==> src/rtl/mem_wb_pkg.sv <==
// Shared types for the posted-write buffer: downstream FSM states and the
// buffered entry layout.
package mem_wb_pkg;

  localparam int WORD_LSB = 2;

  typedef enum logic [1:0] {
    IDLE  = 2'd0,
    DRAIN = 2'd1,
    READ  = 2'd2
  } wb_state_e;

  typedef struct packed {
    logic [31:WORD_LSB] addr;
    logic [31:0]        data;
    logic               valid;
  } wb_entry_t;

endpackage

==> src/rtl/mem_write_buffer_cam.sv <==
// FIFO storage for posted writes with a youngest-first address match used
// for read forwarding.
module wb_entry_cam
  import mem_wb_pkg::*;
#(
  parameter int DEPTH = 4
) (
  input  logic                   clk,
  input  logic                   clrn,
  input  logic                   push_i,
  input  logic [31:WORD_LSB]     push_addr_i,
  input  logic [31:0]            push_data_i,
  input  logic                   pop_i,
  input  logic [31:WORD_LSB]     lookup_addr_i,
  output logic                   hit_o,
  output logic [31:0]            hit_data_o,
  output logic [31:WORD_LSB]     head_addr_o,
  output logic [31:0]            head_data_o,
  output logic [$clog2(DEPTH):0] count_o,
  output logic                   full_o,
  output logic                   empty_o
);

  localparam int PW = $clog2(DEPTH);
  localparam int CW = PW + 1;

  wb_entry_t         entries_q [DEPTH];
  logic [PW-1:0]     head_q, head_d;
  logic [PW-1:0]     tail_q, tail_d;
  logic [CW-1:0]     count_q, count_d;
  logic [PW-1:0]     idx;

  always_comb begin
    head_d  = head_q;
    tail_d  = tail_q;
    count_d = count_q;
    if (pop_i)  head_d = head_q + PW'(1);
    if (push_i) tail_d = tail_q + PW'(1);
    case ({push_i, pop_i})
      2'b10:   count_d = count_q + CW'(1);
      2'b01:   count_d = count_q - CW'(1);
      default: count_d = count_q;
    endcase
  end

  always_ff @(posedge clk or negedge clrn) begin
    if (!clrn) begin
      for (int unsigned i = 0; i < DEPTH; i++) entries_q[i] <= '0;
      head_q  <= '0;
      tail_q  <= '0;
      count_q <= '0;
    end else begin
      if (pop_i)  entries_q[head_q].valid <= 1'b0;
      if (push_i) entries_q[tail_q] <= '{addr: push_addr_i, data: push_data_i, valid: 1'b1};
      head_q  <= head_d;
      tail_q  <= tail_d;
      count_q <= count_d;
    end
  end

  // Walk backwards from the newest slot; the first valid match is the youngest.
  always_comb begin
    hit_o      = 1'b0;
    hit_data_o = '0;
    idx        = '0;
    for (int unsigned k = 1; k <= DEPTH; k++) begin
      idx = tail_q - PW'(k);
      if (!hit_o && entries_q[idx].valid && entries_q[idx].addr == lookup_addr_i) begin
        hit_o      = 1'b1;
        hit_data_o = entries_q[idx].data;
      end
    end
  end

  assign head_addr_o = entries_q[head_q].addr;
  assign head_data_o = entries_q[head_q].data;
  assign count_o     = count_q;
  assign full_o      = (count_q == CW'(DEPTH));
  assign empty_o     = (count_q == '0);

endmodule

==> src/rtl/mem_write_buffer.sv <==
// Posted-write buffer between the core arbiter and physical memory: writes
// complete immediately into a FIFO, reads forward from it or go to memory.
module mem_write_buffer
  import mem_wb_pkg::*;
#(
  parameter int DEPTH = 4
) (
  input  logic                   clk,
  input  logic                   clrn,
  input  logic [31:0]            c_a,
  input  logic [31:0]            c_d_w,
  input  logic                   c_access,
  input  logic                   c_write,
  output logic [31:0]            c_d_r,
  output logic                   c_ready,
  output logic [31:0]            m_a,
  output logic [31:0]            m_d_w,
  output logic                   m_access,
  output logic                   m_write,
  input  logic [31:0]            m_d_r,
  input  logic                   m_ready,
  output logic                   wb_empty,
  output logic [$clog2(DEPTH):0] wb_count
);

  localparam int CW = $clog2(DEPTH) + 1;

  wb_state_e          state_q, state_d;
  logic               wr_req, rd_req, rd_miss;
  logic               push, pop;
  logic               hit, full, empty;
  logic [31:0]        hit_data, head_data;
  logic [31:WORD_LSB] head_addr;
  logic [CW-1:0]      count;

  assign wr_req  = c_access & c_write;
  assign rd_req  = c_access & ~c_write;
  assign push    = wr_req & ~full;
  assign rd_miss = rd_req & ~hit;
  assign pop     = (state_q == DRAIN) & m_ready;

  wb_entry_cam #(.DEPTH(DEPTH)) u_cam (
    .clk           (clk),
    .clrn          (clrn),
    .push_i        (push),
    .push_addr_i   (c_a[31:WORD_LSB]),
    .push_data_i   (c_d_w),
    .pop_i         (pop),
    .lookup_addr_i (c_a[31:WORD_LSB]),
    .hit_o         (hit),
    .hit_data_o    (hit_data),
    .head_addr_o   (head_addr),
    .head_data_o   (head_data),
    .count_o       (count),
    .full_o        (full),
    .empty_o       (empty)
  );

  always_comb begin
    c_ready = 1'b0;
    c_d_r   = '0;
    if (wr_req) begin
      c_ready = ~full;
    end else if (rd_req && hit) begin
      c_ready = 1'b1;
      c_d_r   = hit_data;
    end else if (rd_req && state_q == READ) begin
      c_ready = m_ready;
      c_d_r   = m_d_r;
    end
  end

  always_ff @(posedge clk or negedge clrn) begin
    if (!clrn) state_q <= IDLE;
    else       state_q <= state_d;
  end

  // A write landing while idle starts the drain on the very next cycle.
  always_comb begin
    state_d  = state_q;
    m_access = 1'b0;
    m_write  = 1'b0;
    m_a      = '0;
    m_d_w    = '0;
    unique case (state_q)
      IDLE: begin
        if (rd_miss)            state_d = READ;
        else if (!empty || push) state_d = DRAIN;
      end
      DRAIN: begin
        m_access = 1'b1;
        m_write  = 1'b1;
        m_a      = {head_addr, {WORD_LSB{1'b0}}};
        m_d_w    = head_data;
        if (m_ready) begin
          if (rd_miss)                     state_d = READ;
          else if (count > CW'(1) || push) state_d = DRAIN;
          else                             state_d = IDLE;
        end
      end
      READ: begin
        m_access = 1'b1;
        m_a      = c_a;
        if (m_ready) state_d = IDLE;
      end
      default: state_d = IDLE;
    endcase
  end

  assign wb_empty = empty;
  assign wb_count = count;

endmodule

==> config.mk <==
export PLATFORM = sky130hd
export DESIGN_NAME = mem_write_buffer
export DESIGN_NICKNAME = d
export VERILOG_FILES = /design/src/rtl/mem_wb_pkg.sv /design/src/rtl/mem_write_buffer_cam.sv /design/src/rtl/mem_write_buffer.sv
export SDC_FILE = /design/constraint.sdc
export NUM_CORES = 1
export LEC_CHECK = 0
export ABC_AREA = 0
export BUFFER_PORTS_ARGS = -buffer_cell sky130_fd_sc_hd__buf_2
export CORE_MARGIN = 4
export CORE_UTILIZATION = 50
export CTS_CLUSTER_DIAMETER = 60
export DETAILED_ROUTE_END_ITERATION = 8
export GPL_ROUTABILITY_DRIVEN = 1
export PLACE_DENSITY = 0.69
export SYNTH_ARGS = -nofsm -noshare
export SYNTH_HDL_FRONTEND = slang
export SYNTH_HIERARCHICAL = 1
export SYNTH_SLANG_ARGS = --single-unit
export TNS_END_PERCENT = 20
==> constraint.sdc <==
create_clock -name clk -period 10.67 [get_ports clk]
set_clock_uncertainty 0.1 [all_clocks]
set_input_delay 2.6675 -clock clk [delete_from_list [all_inputs] [get_ports clk]]
set_output_delay 2.6675 -clock clk [all_outputs]
set_load 0.02 [all_outputs]
# --- Yosys cells after proc, flatten, opt, wreduce, memory -nomap -nowiden ---
# Index checks and enable logic that the tools add are counted.
word_totals:
  reg_bits: 261
  in_bits: 101
  out_inout_bits: 103
  wordCells: 127
classes:
  addsub: 7
  magnitude_cmp: 8
  n_eq_ne: 12
  n_mux: 49
  bitwise_logic: 13
  reduce_logical: 22
op_table:
  columns: ["operator", "count"]
  rows:
  - ["two-way mux 63 bit", 11]
  - ["binary-select mux 63 bit (select 2 bit)", 5]
  - ["bitwise mux 252 bit", 2]
  - ["two-way mux 252 bit", 2]
  - ["two-way mux 32 bit", 8]
  - ["demux 63 bit (select 2 bit)", 2]
  - ["== test 30 bit", 4]
  - ["case mux 32 bit (2 select lines)", 1]
  - [">= comparator 3 bit (second input constant)", 5]
  - ["NOT 2 -> 3 bit", 5]
  - ["logical AND 1 bit", 11]
  - ["two-way mux 1 bit", 11]
  - ["two-way mux 2 bit", 5]
  - ["< comparator 3 x 1 -> 1 bit (second input constant)", 2]
  - ["case mux 2 bit (3 select lines)", 1]
  - ["case mux 3 bit (2 select lines)", 1]
  - ["bitwise AND 1 bit", 5]
  - ["adder 2 x 1 -> 2 bit (second input constant)", 2]
  - ["== test 2 x 1 -> 1 bit (second input constant)", 2]
  - ["== test 2 bit (second input constant)", 2]
  - ["zero test 1 bit", 4]
  - ["inequality test 2 bit (second input constant)", 2]
  - ["subtractor 2 bit (second input constant)", 2]
  - ["adder 3 x 1 -> 3 bit (second input constant)", 1]
  - ["12 further kinds", 15]

# --- Depth between registers and ports, before layout ---
# Gate-level depths: netlist of run 1.
depth:
  depth_word: 25
  mapped_depth: 27
  depth_no_buf: 13

# --- Cells and area by module ---
# The synthesis of run 1 kept the hierarchy.
modules_own_cells:
  columns: ["mod", "instances", "cells_each", "area_per_inst_um2", "seq_area_each_um2"]
  rows:
  - ["wb_entry_cam", 1, 1540, 20845.0, 6481.2]
  - ["mem_write_buffer", 1, 141, 1129.8, 50.0]

# --- Least setup slack after synthesis of run 1 ---
# Ideal clock, no wire load.
synth_timing:
  kind: "reg-to-output"
  start: "register u_cam.tail_q[1]"
  end: "output port c_d_r[10]"
  t_arrival_ns: 5.747
  required_ns: 7.903
  path_slack_ns: 2.155
  stages_incl_launch_ff: 26
  n_path_buf: 13
  cell_sequence: "dfrtp_1 buf_4 buf_4 buf_2 clkbuf_1 buf_1 clkbuf_1 inv_1 ha_1 buf_4 buf_4 buf_4 mux4_2 xnor2_1 o2111ai_1 nor4_4 and2_0 clkbuf_1 buf_2 nor2_1 nand3_1 nor3b_2 and2_1 buf_4 buf_6 a22o_1"
synth_via:
  elab_chain_len: 23
  elab_cells_between_ends: 44
  classes_between: "add/sub: 3; eq/ne: 4; mux: 22; bitwise: 4; reduce/logical: 11"
synth_rtl:
  columns: ["element", "line_no", "rtl"]
  rows:
  - ["from (decl)", "mem_write_buffer_cam.sv:29", "logic [PW-1:0] tail_q, tail_d;"]
  - ["from (signal assigned)", "mem_write_buffer_cam.sv:56", "tail_q <= tail_d;"]
  - ["subtractor 2 x 1 -> 2 bit", "mem_write_buffer_cam.sv:67", "idx = tail_q - PW'(k);"]
  - ["NOT 2 -> 3 bit (not written as such)", "mem_write_buffer_cam.sv:68", "if (!hit_o && entries_q[idx].valid && entries_q[idx].addr == lookup_addr_i) begin"]
  - ["binary-select mux 63 bit (select 2 bit)", "mem_write_buffer_cam.sv:68", null]
  - ["two-way mux 63 bit (not written as such) (2 in series)", "mem_write_buffer_cam.sv:68", null]
  - ["== test 30 bit", "mem_write_buffer_cam.sv:68", null]
  - ["logical AND 1 bit", "mem_write_buffer_cam.sv:68", null]
  - ["two-way mux 1 bit", "mem_write_buffer_cam.sv:68", null]
  - ["zero test 1 bit", "mem_write_buffer_cam.sv:68", null]
  - ["[... 6 more ...]", null, null]
  - ["two-way mux 1 bit", "mem_write_buffer_cam.sv:68", null]
  - ["zero test 1 bit", "mem_write_buffer_cam.sv:68", null]
  - ["logical AND 1 bit (2 in series)", "mem_write_buffer_cam.sv:68", null]
  - ["two-way mux 1 bit (*)", "mem_write_buffer_cam.sv:68", null]
  - ["net hit", "mem_write_buffer.sv:31", "logic hit, full, empty;"]
  - ["logical AND 1 bit (*)", "mem_write_buffer.sv:64", "end else if (rd_req && hit) begin"]
  - ["two-way mux 32 bit (*)", "mem_write_buffer.sv:64", null]
  - ["two-way mux 32 bit (*)", "mem_write_buffer.sv:62", "if (wr_req) begin"]
  - ["to (decl)", "mem_write_buffer.sv:14", "output logic [31:0] c_d_r,"]
# Mark *: on every way through the listed nets, which the timed path passes. The rest lies on a longest branch. The select of a mux whose other input is x is not followed.

# --- Final worst setup path of run 1 ---
layout_timing:
  start: "register u_cam.tail_q[0]"
  end: "output port c_d_r[27]"
# Same word-level chain as after synthesis.

==> summary.txt, run 1 <==
Layout
  • Nets@finish: 1892
  • Core Util, Final: 56.4%
  • Area taken by multi-input logic gates: about 15000 µm²
  • Sequential Area: 6550 µm²
  • Fin cells: 2391
  • Synth-to-Final Area Change: 11.1%
  • Final instance area: ~24000 µm²
  • Fillers: 3576
  • Layout cells sized above 1: 47.9%

Drt
  • Routed WL: approximately 69000 µm
  • Routed WL per cell: 28.8 µm
  • DRC Markers: 0
  • DR vias/cell: 7.03
  • DRT Pass-1 Iters: 6
  • 1st-iter DRT viols: 1877
  • ANT nets after route: 0
  • Via Count: 16.8k

Floorplan
  • Num ports: 204
  • Core area: ~43000 µm²
  • Die H: 218 µm
  • Die W: 218 µm
  • Die ar.: 47400 µm²
  • Num rows: 76
  • Starting Density: between 50 and 60%

Setup path
  • CP Max Fanout: 53
  • Critical path required time: 7900 ps
  • Crit path DAT: 6720 ps
  • Startpoint types: register
  • Cell chain of the critical path: inv_2 > ha_4 > buf_12 > mux2i_1 > o22ai_1 > or4_1 > a221oi_1 > and4_1 > and2_0 > buf_4 > nor2_1 > nand3_1 > and3b_1 > buf_4 > a22o_1 > buf_2
  • Crit end category: output pin
  • R2R depth: 15
  • WP buf/inv: 5
  • CP top delay family: simple AND/OR/NAND/NOR gates
  • CP peak stage delay: 910 ps
  • Crit path max-delay cell type: dfrtp_4
  • Stages on the worst setup path: 16
  • Reg2Reg Setup Slack: 4730 ps
  • Most used cell, CP: buf_4
  • CP Class: reg2out

Yosys
  • Most used DFF post-synth: dfrtp_1
  • EDFF count, synth: 0
  • Largest family of logic cells by synthesized area: multiplexers
  • Fraction of the mapped netlist area in adder cells: 0.774%
  • Synth warn: 6
  • Seq cells post-synth: 261
  • Post-synthesis mux area share: 45.2%
  • Synthesized area per cell: 13.1 µm²
  • Unique masters post-synth: 75
  • Sequential fraction of the synthesis area: approximately 30%
  • Ys async rst share: 100%
  • Synth Area in Simple Gates: 6.13%
  • Mapped Nets: 1795
  • Cell area after synthesis: 22000 µm²
  • Synth Area in XOR/XNOR: 4.18%
  • Post-synthesis compound-gate area fraction: 9.45%
  • Post-Synthesis Cells: approximately 1.7k

Place
  • Gpl congestion: 0.978
  • Post-DP Area: 23200 µm²
  • Hpwl dp: 44500 µm
  • Inst Count DP: around 2.3k
  • Post-Place Worst Slack: 1670 ps
  • Port Buf Inserts: 203

Pwr
  • Leakage power: 9.88 nW
  • PD cells: 387 nW/µm²
  • Overall power: 9.45 mW
  • Worst vdd rail ir drop: about 0.25 mV

Global route
  • Largest net degree at the start of global routing: ~160
  • First-pass GRT wire length: 106000 µm
  • Remaining Overflow, GRT: 0
  • Vias in the first global route: 16.7k
  • GR Util All Layers: 28.9%
  • Initial antenna violation count: 6

Clock network
  • Longest Clk Path Bufs: 3
  • Clock Latency Late Sink: around 540 ps
  • CTS sink count: 261
  • Clk slew on worst S/H paths: 60 ps
  • Post-CTS setup buffers: 0
  • Total CTS buffers: 34
  • CTS tree: yes
  • # hold bufs at CTS: 0
  • H-tree depth: 2
  • Clock Root Buffer: clkbuf_16
  • Number of gates resized after cts: 0

Min path
  • Worst hold path class: reg2reg
  • Hold depth: 1

STA
  • Fin crit period: 9490 ps
  • Fin. max-slew vios: 0
  • Hold Slack: 450 ps
  • Final Setup Violations: 0
  • Worst slew pin tran: 1110 ps
  • Setup TNS after final layout: 0 ps
  • RSZ-0062 raised after global routing: false
  • Slew HR: 26.3%
  • Fmax achieved: 105 MHz
  • Final hold viol count: 0
  • Period utilisation layout: 88.9%
  • Final WS setup: 1180 ps

Outcome
  • Status: finished clean

Flow run
  • Max Cap Viol: 0
final cells by class:
class / instances / share of cell area [%]
diodes: 3 / 0.0307
inverters: 26 / 0.400
flip-flops and latches: 261 / 26.8
repair buffers: 235 / 5.39
clock inverters: 14 / 1.02
clock buffers: 47 / 3.93
multi-input cells: 1220 / 59.4
well taps: 585 / 3.00
logic make-up (layout without fill, tap and decap cells):
family | after synthesis | in the layout
xor+xnor | 105 | 105
buf+inv | 200 | 322
mux | 619 | 619
compound gates | 245 | 245
fa+ha+maj | 13 | 13
flops | 261 | 261
other cells | 0 | 3
simple gates | 238 | 238
layout by cell type (no fill, tap or decap), drive strengths merged, types with 12 or more instances in the layout:
| cell type | n |
|---|---|
| a211oi | 18 |
| o2111a | 15 |
| dfrtp | 261 |
| mux4 | 270 |
| o221a | 12 |
| xnor2 | 78 |
| and3 | 34 |
| o21ai | 14 |
| nand4 | 34 |
| clkbuf | 47 |
| ha | 12 |
| nand2 | 39 |
| mux2 | 272 |
| and2 | 42 |
| xor2 | 27 |
| mux2i | 77 |
| buf | 235 |
| o2bb2ai | 29 |
| nor2 | 39 |
| a22o | 62 |
| inv | 28 |
synth_stat cells, types with 32 or more instances:
| master | count | area share, % |
|---|---|---|
| nand2_1 | 38 | 0.65 |
| nor2_1 | 38 | 0.65 |
| dfrtp_1 | 261 | 30 |
| and3_1 | 34 | 0.97 |
| a22o_1 | 62 | 2.5 |
| nand4_1 | 34 | 0.97 |
| buf_2 | 32 | 0.73 |
| mux2i_1 | 77 | 3.5 |
| clkbuf_1 | 91 | 1.6 |
| xnor2_1 | 78 | 3.1 |
| and2_1 | 40 | 1.1 |
| mux4_2 | 270 | 28 |
| mux2_2 | 269 | 14 |
path summary, 6_finish.rpt:
check / start / end
setup / recovery: u_cam/tail_q[0]$_DFFE_PN0P_ / c_d_r[27]
hold / removal: u_cam/count_o[0]$_DFFE_PN0P_ / u_cam/count_o[0]$_DFFE_PN0P_
setup reg to reg: u_cam/tail_q[0]$_DFFE_PN0P_ / state_q[0]$_DFFE_PN0P_
hold reg to reg: u_cam/count_o[0]$_DFFE_PN0P_ / u_cam/count_o[0]$_DFFE_PN0P_
max in group asynchronous: clrn / u_cam/head_q[0]$_DFFE_PN0P_
min in group asynchronous: clrn / u_cam/entries_q[39]$_DFFE_PN0P_
metal layers:
layer  wire length (µm)  track usage, %  part of all wire [%]
met1              29100            42.6                    42
met2              32200            44.7                    47
met4               1530            7.19                   2.2
met3               5880            5.31                   8.5
met5                 37               0                 0.054
state kept, by name (all words and copies together) (netlist names):
signal           count
u_cam/count_o        3
u_cam/entries_q    252
u_cam/tail_q         2
state_q              2
u_cam/head_q         2
worst register-to-register path, stage by stage (launching register included):
cell and delay (ps):
dfrtp_4 910, inv_2 450, ha_4 800, buf_12 370
mux2i_1 450, o22ai_1 130, or4_1 480, a221oi_1 290
and4_1 500, and2_0 190, buf_4 270, nor2_1 70
nand3_1 300, or3b_1 210, o311ai_1 110, a32oi_1 230
power breakdown:
part | internal [mW] | switching [mW] | total (mW)
Clock | 0.780 | 0.465 | 1.24
Combinational | 3.06 | 2.81 | 5.87
Sequential | 1.49 | 0.846 | 2.34
No activity file was read; power rests on OpenSTA's default activity.
==> run 2, diff against run 1 <==
--- a/config.mk
+++ b/config.mk
@@ -6,12 +6,13 @@
 export NUM_CORES = 1
 export LEC_CHECK = 0
 export ABC_AREA = 0
-export BUFFER_PORTS_ARGS = -buffer_cell sky130_fd_sc_hd__buf_2
+export BUFFER_PORTS_ARGS = -buffer_cell sky130_fd_sc_hd__buf_4
 export CORE_MARGIN = 4
 export CORE_UTILIZATION = 50
 export CTS_CLUSTER_DIAMETER = 60
 export DETAILED_ROUTE_END_ITERATION = 8
 export GPL_ROUTABILITY_DRIVEN = 1
+export MAX_ROUTING_LAYER = met4
 export PLACE_DENSITY = 0.69
 export SYNTH_ARGS = -nofsm -noshare
 export SYNTH_HDL_FRONTEND = slang
==> summary.txt, run 2 (same netlist as run 1, synthesis figures left out) <==
Place
  • Hpwl dp: 45500 µm (+2.3%)
  • Gpl congestion: 1.00 (+2.6%)
  • Post-Place Worst Slack: 1680 ps (+10.4 ps)
  • Port Buf Inserts: 203 (unchanged)

Global route
  • Largest net degree at the start of global routing: 146 (-10%)
  • Met1 Use GR: 43.6% (+0.96 points)
  • Vias in the first global route: 16.6k (-0.78%)
  • First-pass GRT wire length: 107000 µm (+0.65%)
  • GR Util All Layers: 30.0% (+1.2 points)
  • GR Util met3: 5.24% (-0.070 points)
  • GR Util met2: 44.1% (-0.66 points)
  • Gr busiest metal: met2
  • Initial antenna violation count: 3 (-3)
  • Remaining Overflow, GRT: 0 (unchanged)

Min path
  • Hold depth: 1 (unchanged)
  • Worst hold path class: reg2reg

Floorplan
  • Die H: 218 µm (unchanged)
  • Die ar.: 47400 µm² (unchanged)
  • Num rows: 76 (unchanged)
  • Core area: 43300 µm² (unchanged)
  • Num ports: 204 (unchanged)
  • Starting Density: 50.8% (unchanged)
  • Die W: 218 µm (unchanged)

Setup path
  • CP peak stage delay: 900 ps (about the same)
  • Most used cell, CP: buf_4
  • CP top delay family: simple AND/OR/NAND/NOR gates
  • Startpoint types: register
  • Cell chain of the critical path: inv_2 > ha_4 > buf_12 > mux4_2 > xnor2_1 > o2111ai_1 > nor4_4 > nand2_4 > nor4bb_4 > buf_4 > mux2_4 > a22o_1 > buf_4
  • Stages on the worst setup path: 13 (-3)
  • Crit path DAT: 6780 ps (+60 ps)
  • R2R depth: 14 (-1)
  • Crit path max-delay cell type: dfrtp_4
  • Crit end category: output pin
  • CP Max Fanout: 49 (-7.5%)
  • CP Class: reg2out
  • Critical path required time: 7900 ps (about the same)
  • WP buf/inv: 4 (-1)

Clock network
  • # hold bufs at CTS: 0 (unchanged)
  • Clock Root Buffer: clkbuf_16
  • Clock Latency Late Sink: 550 ps (about the same)
  • Clk slew on worst S/H paths: 60 ps (about the same)
  • H-tree depth: 2 (unchanged)
  • Post-CTS setup buffers: 0 (unchanged)
  • Number of gates resized after cts: 0 (unchanged)
  • CTS tree: yes
  • Longest Clk Path Bufs: 3 (unchanged)
  • Total CTS buffers: 36 (+5.9%)
  • CTS sink count: 261 (unchanged)

STA
  • Fin crit period: 9540 ps (+54.1 ps)
  • Slew HR: 34.2% (+8.0 points)
  • Fmax achieved: 105 MHz (-0.57%)
  • Worst slew pin tran: 986 ps (-120 ps)
  • Hold Slack: 434 ps (-15.8 ps)
  • RSZ-0062 raised after global routing: false
  • Fin. max-slew vios: 0 (unchanged)
  • Final hold viol count: 0 (unchanged)
  • Period utilisation layout: 89.5% (+0.51 points)
  • Final WS setup: 1130 ps (-54.1 ps)
  • Final Setup Violations: 0 (unchanged)
  • Setup TNS after final layout: 0 ps (unchanged)

Pwr
  • PD cells: 384 nW/µm² (-0.93%)
  • Worst vdd rail ir drop: 0.238 mV (-3.8%)
  • Leakage power: 9.99 nW (+1.1%)

Layout
  • Nets@finish: 1895 (+0.16%)
  • Largest reg by FF count: u_cam/entries_q
  • Leading cell type in the layout, fill and taps excluded: mux4_2
  • Synth-to-Final Area Change: 13.6%
  • Layout cells sized above 1: 48.1% (+0.20 points)
  • Most frequent cells in the layout: mux4_2, mux2_2, dfrtp_1, buf_4, xnor2_1
  • Max FFs per register: 252 (unchanged)

Drt
  • 1st-iter DRT viols: 1700 (-9.4%)
  • Routed WL per cell: 28.8 µm (about the same)
  • DR vias/cell: 6.98 (-0.71%)
  • Via Count: 16.7k (-0.58%)
  • DRT Pass-1 Iters: 5 (-1)
  • Routed WL: 68900 µm (about the same)
  • ANT nets after route: 0 (unchanged)
  • DRC Markers: 0 (unchanged)

Outcome
  • Status: finished clean

Flow run
  • Max Cap Viol: 0 (unchanged)
==> run 2: cell count changes in the layout (fill, tap and decap cells not counted), moves of 2 or more <==
cell	previous run	this run
buf_4	28	231
clkinv_2	3	5
clkinvlp_4	0	2
bufinv_16	6	4
inv_6	2	0
buf_2	202	0
clkbuf_1	7	5
clkbuf_16	34	37
==> run 2: where the power goes <==
| part | switching, mW | internal [mW] | total, mW | leakage, nW |
|---|---|---|---|---|
| logic | 2.81 | 3.17 | 5.98 | 6.25 |
| clock network | 0.471 | 0.776 | 1.25 | 0.602 |
| registers | 0.855 | 1.49 | 2.35 | 3.14 |
| total | 4.13 | 5.44 | 9.57 | 9.99 |
==> run 2: path summary, 6_finish.rpt <==
path | startpoint | endpoint | slack (ps)
max in group asynchronous | clrn | u_cam/head_q[1]$_DFFE_PN0P_ | 6980
max | u_cam/tail_q[0]$_DFFE_PN0P_ | c_d_r[29] | 1130
min in group asynchronous | clrn | u_cam/entries_q[164]$_DFFE_PN0P_ | 2070
min reg2reg | u_cam/count_o[0]$_DFFE_PN0P_ | u_cam/count_o[0]$_DFFE_PN0P_ | 430
min | u_cam/count_o[0]$_DFFE_PN0P_ | u_cam/count_o[0]$_DFFE_PN0P_ | 430
max reg2reg | u_cam/tail_q[0]$_DFFE_PN0P_ | state_q[0]$_DFFE_PN0P_ | 4840
==> run 2: worst register-to-register path, cell delays in order (launching register included) <==
cell	delay, ps
dfrtp_4	900
inv_2	440
ha_4	750
buf_12	360
mux4_2	370
xnor2_1	390
o2111ai_1	310
nor4_4	780
and2_0	220
buf_4	270
nor2_1	70
nand3_1	230
or3b_1	190
o311ai_1	120
a32oi_1	240
==> run 2: per-layer routing <==
layer  share of wire [%]  vias up
li1                    -     7015
met1                  42     8747
met2                  47      830
met3                 8.0      125
met4                 2.8        0
met5                   0        -
==> run 2: layout make-up <==
class	count	area, µm²
Clock inverter	15	200
Clock buffer	48	1030
Timing Repair Buffer	236	1830
Multi-Input combinational cell	1220	14500
Fill cell	3485	18300
Tap cell	585	732
Antenna cell	3	7.51
Inverter	26	97.6
Sequential cell	261	6550
==> run 2: stage by stage <==
step           area [µm²]  cells  util [%]  power, mW
4_1_cts             24900   2391      57.7       9.55
3_5_place_dp        23700   2328      54.8       8.24
5_1_grt             25000   2394      57.7       10.1
3_3_place_gp        23700   2328      54.8       8.14
2_1_floorplan       22000   1681         -       6.59
6_report            25000   2394      57.7       9.57
==> run 3, diff against run 2 <==
--- a/config.mk
+++ b/config.mk
@@ -5,7 +5,7 @@
 export SDC_FILE = /design/constraint.sdc
 export NUM_CORES = 1
 export LEC_CHECK = 0
-export ABC_AREA = 0
+export ABC_AREA = 1
 export BUFFER_PORTS_ARGS = -buffer_cell sky130_fd_sc_hd__buf_4
 export CORE_MARGIN = 4
 export CORE_UTILIZATION = 50
==> summary.txt, run 3 <==
Clock network
  • Total CTS buffers: 37 (+2.8%)
  • CTS sink count: 261 (unchanged)
  • Clock Latency Late Sink: 570 ps (+20 ps)
  • Longest Clk Path Bufs: 3 (unchanged)
  • Post-CTS setup buffers: 0 (unchanged)
  • H-tree depth: 2 (unchanged)
  • Clk slew on worst S/H paths: 50 ps (about the same)
  • CTS tree: yes
  • Number of gates resized after cts: 0 (unchanged)
  • # hold bufs at CTS: 0 (unchanged)
  • Clock Root Buffer: clkbuf_16

Yosys
  • Cell area after synthesis: 21700 µm² (-1.3%)
  • Unique masters post-synth: 32 (-57%)
  • Most common cell in the netlist: nand2_1
  • Most used DFF post-synth: dfrtp_1
  • Largest area contributor in the netlist: dfrtp_1
  • Synthesized area per cell: 6.05 µm² (-54%)
  • Post-synth top area share: 30.1% (+0.40 points)
  • Seq cells post-synth: 261 (unchanged)
  • Synth warn: 6 (unchanged)
  • Post-Synthesis Cells: 3585 (+110%)
  • Top cells by area, synth: dfrtp_1, nand2_1, nand3_1
  • Ys async rst share: 100% (unchanged)
  • Sequential fraction of the synthesis area: 30.1% (+0.40 points)
  • Mapped Nets: 3699 (+110%)
  • Synth top cells by count: nand2_1, nand3_1, o21ai_0, dfrtp_1, inv_1
  • EDFF count, synth: 0 (unchanged)

Layout
  • Layout cells sized above 1: 9.11% (-39 points)
  • Nets@finish: 3719 (+96%)
  • Largest reg by FF count: u_cam/entries_q
  • Synth-to-Final Area Change: 11.6%
  • Most frequent cells in the layout: nand2_1, nand3_1, o21ai_0, dfrtp_1, inv_1
  • Max FFs per register: 252 (unchanged)
  • Leading cell type in the layout, fill and taps excluded: nand2_1
  • Core Util, Final: 56.3% (-1.4 points)
  • Final instance area: 24200 µm² (-3.0%)
  • Fin cells: 4219 (+76%)

Pwr
  • PD cells: 369 nW/µm² (-3.7%)
  • Cell Int Power: 3.97 mW (-27%)
  • Leakage power: 12.4 nW (+24%)
  • Gate power share: 63.3% (+0.9 points)
  • Worst vdd rail ir drop: 0.253 mV (+6.4%)
  • Sequential cell fraction of total power: 23.4% (-1.1 points)
  • Sw Ratio: 55.6% (+12 points)
  • Clock share of power: 13.4% (+0.4 points)
  • P_sw: 4.97 mW (+20%)
  • Overall power: 8.94 mW (-6.6%)

Flow run
  • Max Cap Viol: 0 (unchanged)

STA
  • Fmax achieved: 109 MHz (+3.8%)
  • RSZ-0062 raised after global routing: false
  • Fin. max-slew vios: 0 (unchanged)
  • Hold Slack: 395 ps (-39.0 ps)
  • Setup TNS after final layout: 0 ps (unchanged)
  • Final Setup Violations: 0 (unchanged)
  • Worst slew pin tran: 1240 ps (+256 ps)
  • Final hold viol count: 0 (unchanged)
  • Fin crit period: 9190 ps (-353 ps)
  • Final WS setup: 1480 ps (+353 ps)
  • Period utilisation layout: 86.1% (-3.3 points)
  • Slew HR: 17.2% (-17 points)

Global route
  • GR Util All Layers: 33.8% (+3.8 points)
  • Remaining Overflow, GRT: 0 (unchanged)
  • Largest net degree at the start of global routing: 117 (-20%)
  • Initial antenna violation count: 1 (-2)
  • Vias in the first global route: 22.8k (+37%)
  • First-pass GRT wire length: 125000 µm (+17%)

Place
  • Inst Count DP: 4151 (+78%)
  • Hpwl dp: 51200 µm (+12%)
  • Port Buf Inserts: 203 (unchanged)
  • Post-Place Worst Slack: 2200 ps (+516 ps)
  • Post-DP Area: 23000 µm² (-2.9%)
  • Gpl congestion: 1.01 (+0.42%)

Floorplan
  • Core area: 43000 µm² (-0.66%)
  • Die W: 216 µm (-0.64%)
  • Die ar.: 46800 µm² (-1.3%)
  • Num ports: 204 (unchanged)
  • Num rows: 76 (unchanged)
  • Die H: 216 µm (-0.64%)
  • Starting Density: 50.4% (-0.34 points)

Drt
  • Routed WL per cell: 18.7 µm (-35%)
  • Routed WL: 79000 µm (+15%)
  • 1st-iter DRT viols: 3011 (+77%)
  • DR vias/cell: 5.89 (-16%)
  • DRT Pass-1 Iters: 8 (+3)
  • ANT nets after route: 0 (unchanged)
  • DRC Markers: 0 (unchanged)
  • Via Count: 24.8k (+49%)

Setup path
  • Critical path required time: 7900 ps (about the same)
  • R2R depth: 21 (+7)
  • Startpoint types: register
  • CP Max Fanout: 96 (+96%)
  • CP Class: reg2out
  • Crit end category: output pin
  • Crit path DAT: 6420 ps (-360 ps)

Outcome
  • Status: finished clean

Min path
  • Worst hold path class: reg2reg
  • Hold depth: 2 (+1)
run 3: cell count changes after synthesis, sizes merged, moves of 170 or more:
cell   previous run  this run
inv              25       261
nor2             39       209
mux2            272         0
nand2            39      1197
o21ai            14       620
nand3            11       608
mux4            270         0
run 3: power groups by stage:
stage	Combinational (mW)	Sequential, mW	Clock [mW]
after CTS	5.53	2.07	1.21
after detailed placement	5.51	2.07	0
after global routing	6.31	2.16	1.26
final	5.65	2.09	1.19
after global placement	5.39	2.06	0
after floorplan	4.16	1.82	0
run 3: metal layers:
| metal | global-route usage (%) | part of all wire, % |
|---|---|---|
| met3 | 6.37 | 9.9 |
| met5 | - | 0 |
| met2 | 50.8 | 44 |
| met4 | 8.77 | 2.3 |
| met1 | 47.4 | 44 |
run 3: kinds of logic (layout without fill, tap and decap cells):
family                     after synthesis  in the layout  share of synthesized area, %
other                                    0              1                             0
DFF                                    261            261                          30.1
muxes                                   64             64                          2.95
buffers and inverters                  516            564                          10.1
xor gates and xnor gates                11             11                         0.444
and+or+nand+nor                       2025           2025                          39.1
AOI/OAI and AO/OA                      695            695                          16.5
adders and majority gates               13             13                         0.785
run 3: critical path: stages (launching register included):
cell	delay, ps
dfrtp_4	880
buf_4	860
buf_4	930
nand2_1	170
nand3_1	140
o21ai_1	90
inv_1	120
nand2_1	80
nor2_1	90
nand2_1	60
nor2_1	80
nand2_1	100
nor2_4	130
buf_4	460
nand3_2	740
nand3_1	300
nand3_1	100
nand2_1	130
inv_1	60
o21ai_2	120
buf_4	160
run 3: path summary, 6_finish.rpt:
| check | startpoint | endpoint | slack [ps] |
|---|---|---|---|
| max | u_cam/tail_q[0]$_DFFE_PN0P_ | c_d_r[3] | 1480 |
| min | u_cam/entries_q[63]$_DFF_PN0_ | u_cam/entries_q[63]$_DFF_PN0_ | 400 |
| max reg2reg | u_cam/tail_q[0]$_DFFE_PN0P_ | state_q[1]$_DFFE_PN0P_ | 5370 |
| min reg2reg | u_cam/entries_q[63]$_DFF_PN0_ | u_cam/entries_q[63]$_DFF_PN0_ | 400 |
| max in group asynchronous | clrn | u_cam/entries_q[121]$_DFFE_PN0P_ | 7050 |
| min in group asynchronous | clrn | u_cam/entries_q[116]$_DFFE_PN0P_ | 2040 |
run 3: final cells by class:
type | count | area [µm²]
diodes | 1 | 2.50
clock buffers | 51 | 1030
clock inverters | 16 | 129
fillers | 4335 | 18800
inverters | 264 | 1000
multi-input cells | 2808 | 13000
flip-flops and latches | 261 | 6540
well taps | 585 | 732
repair buffers | 233 | 1760
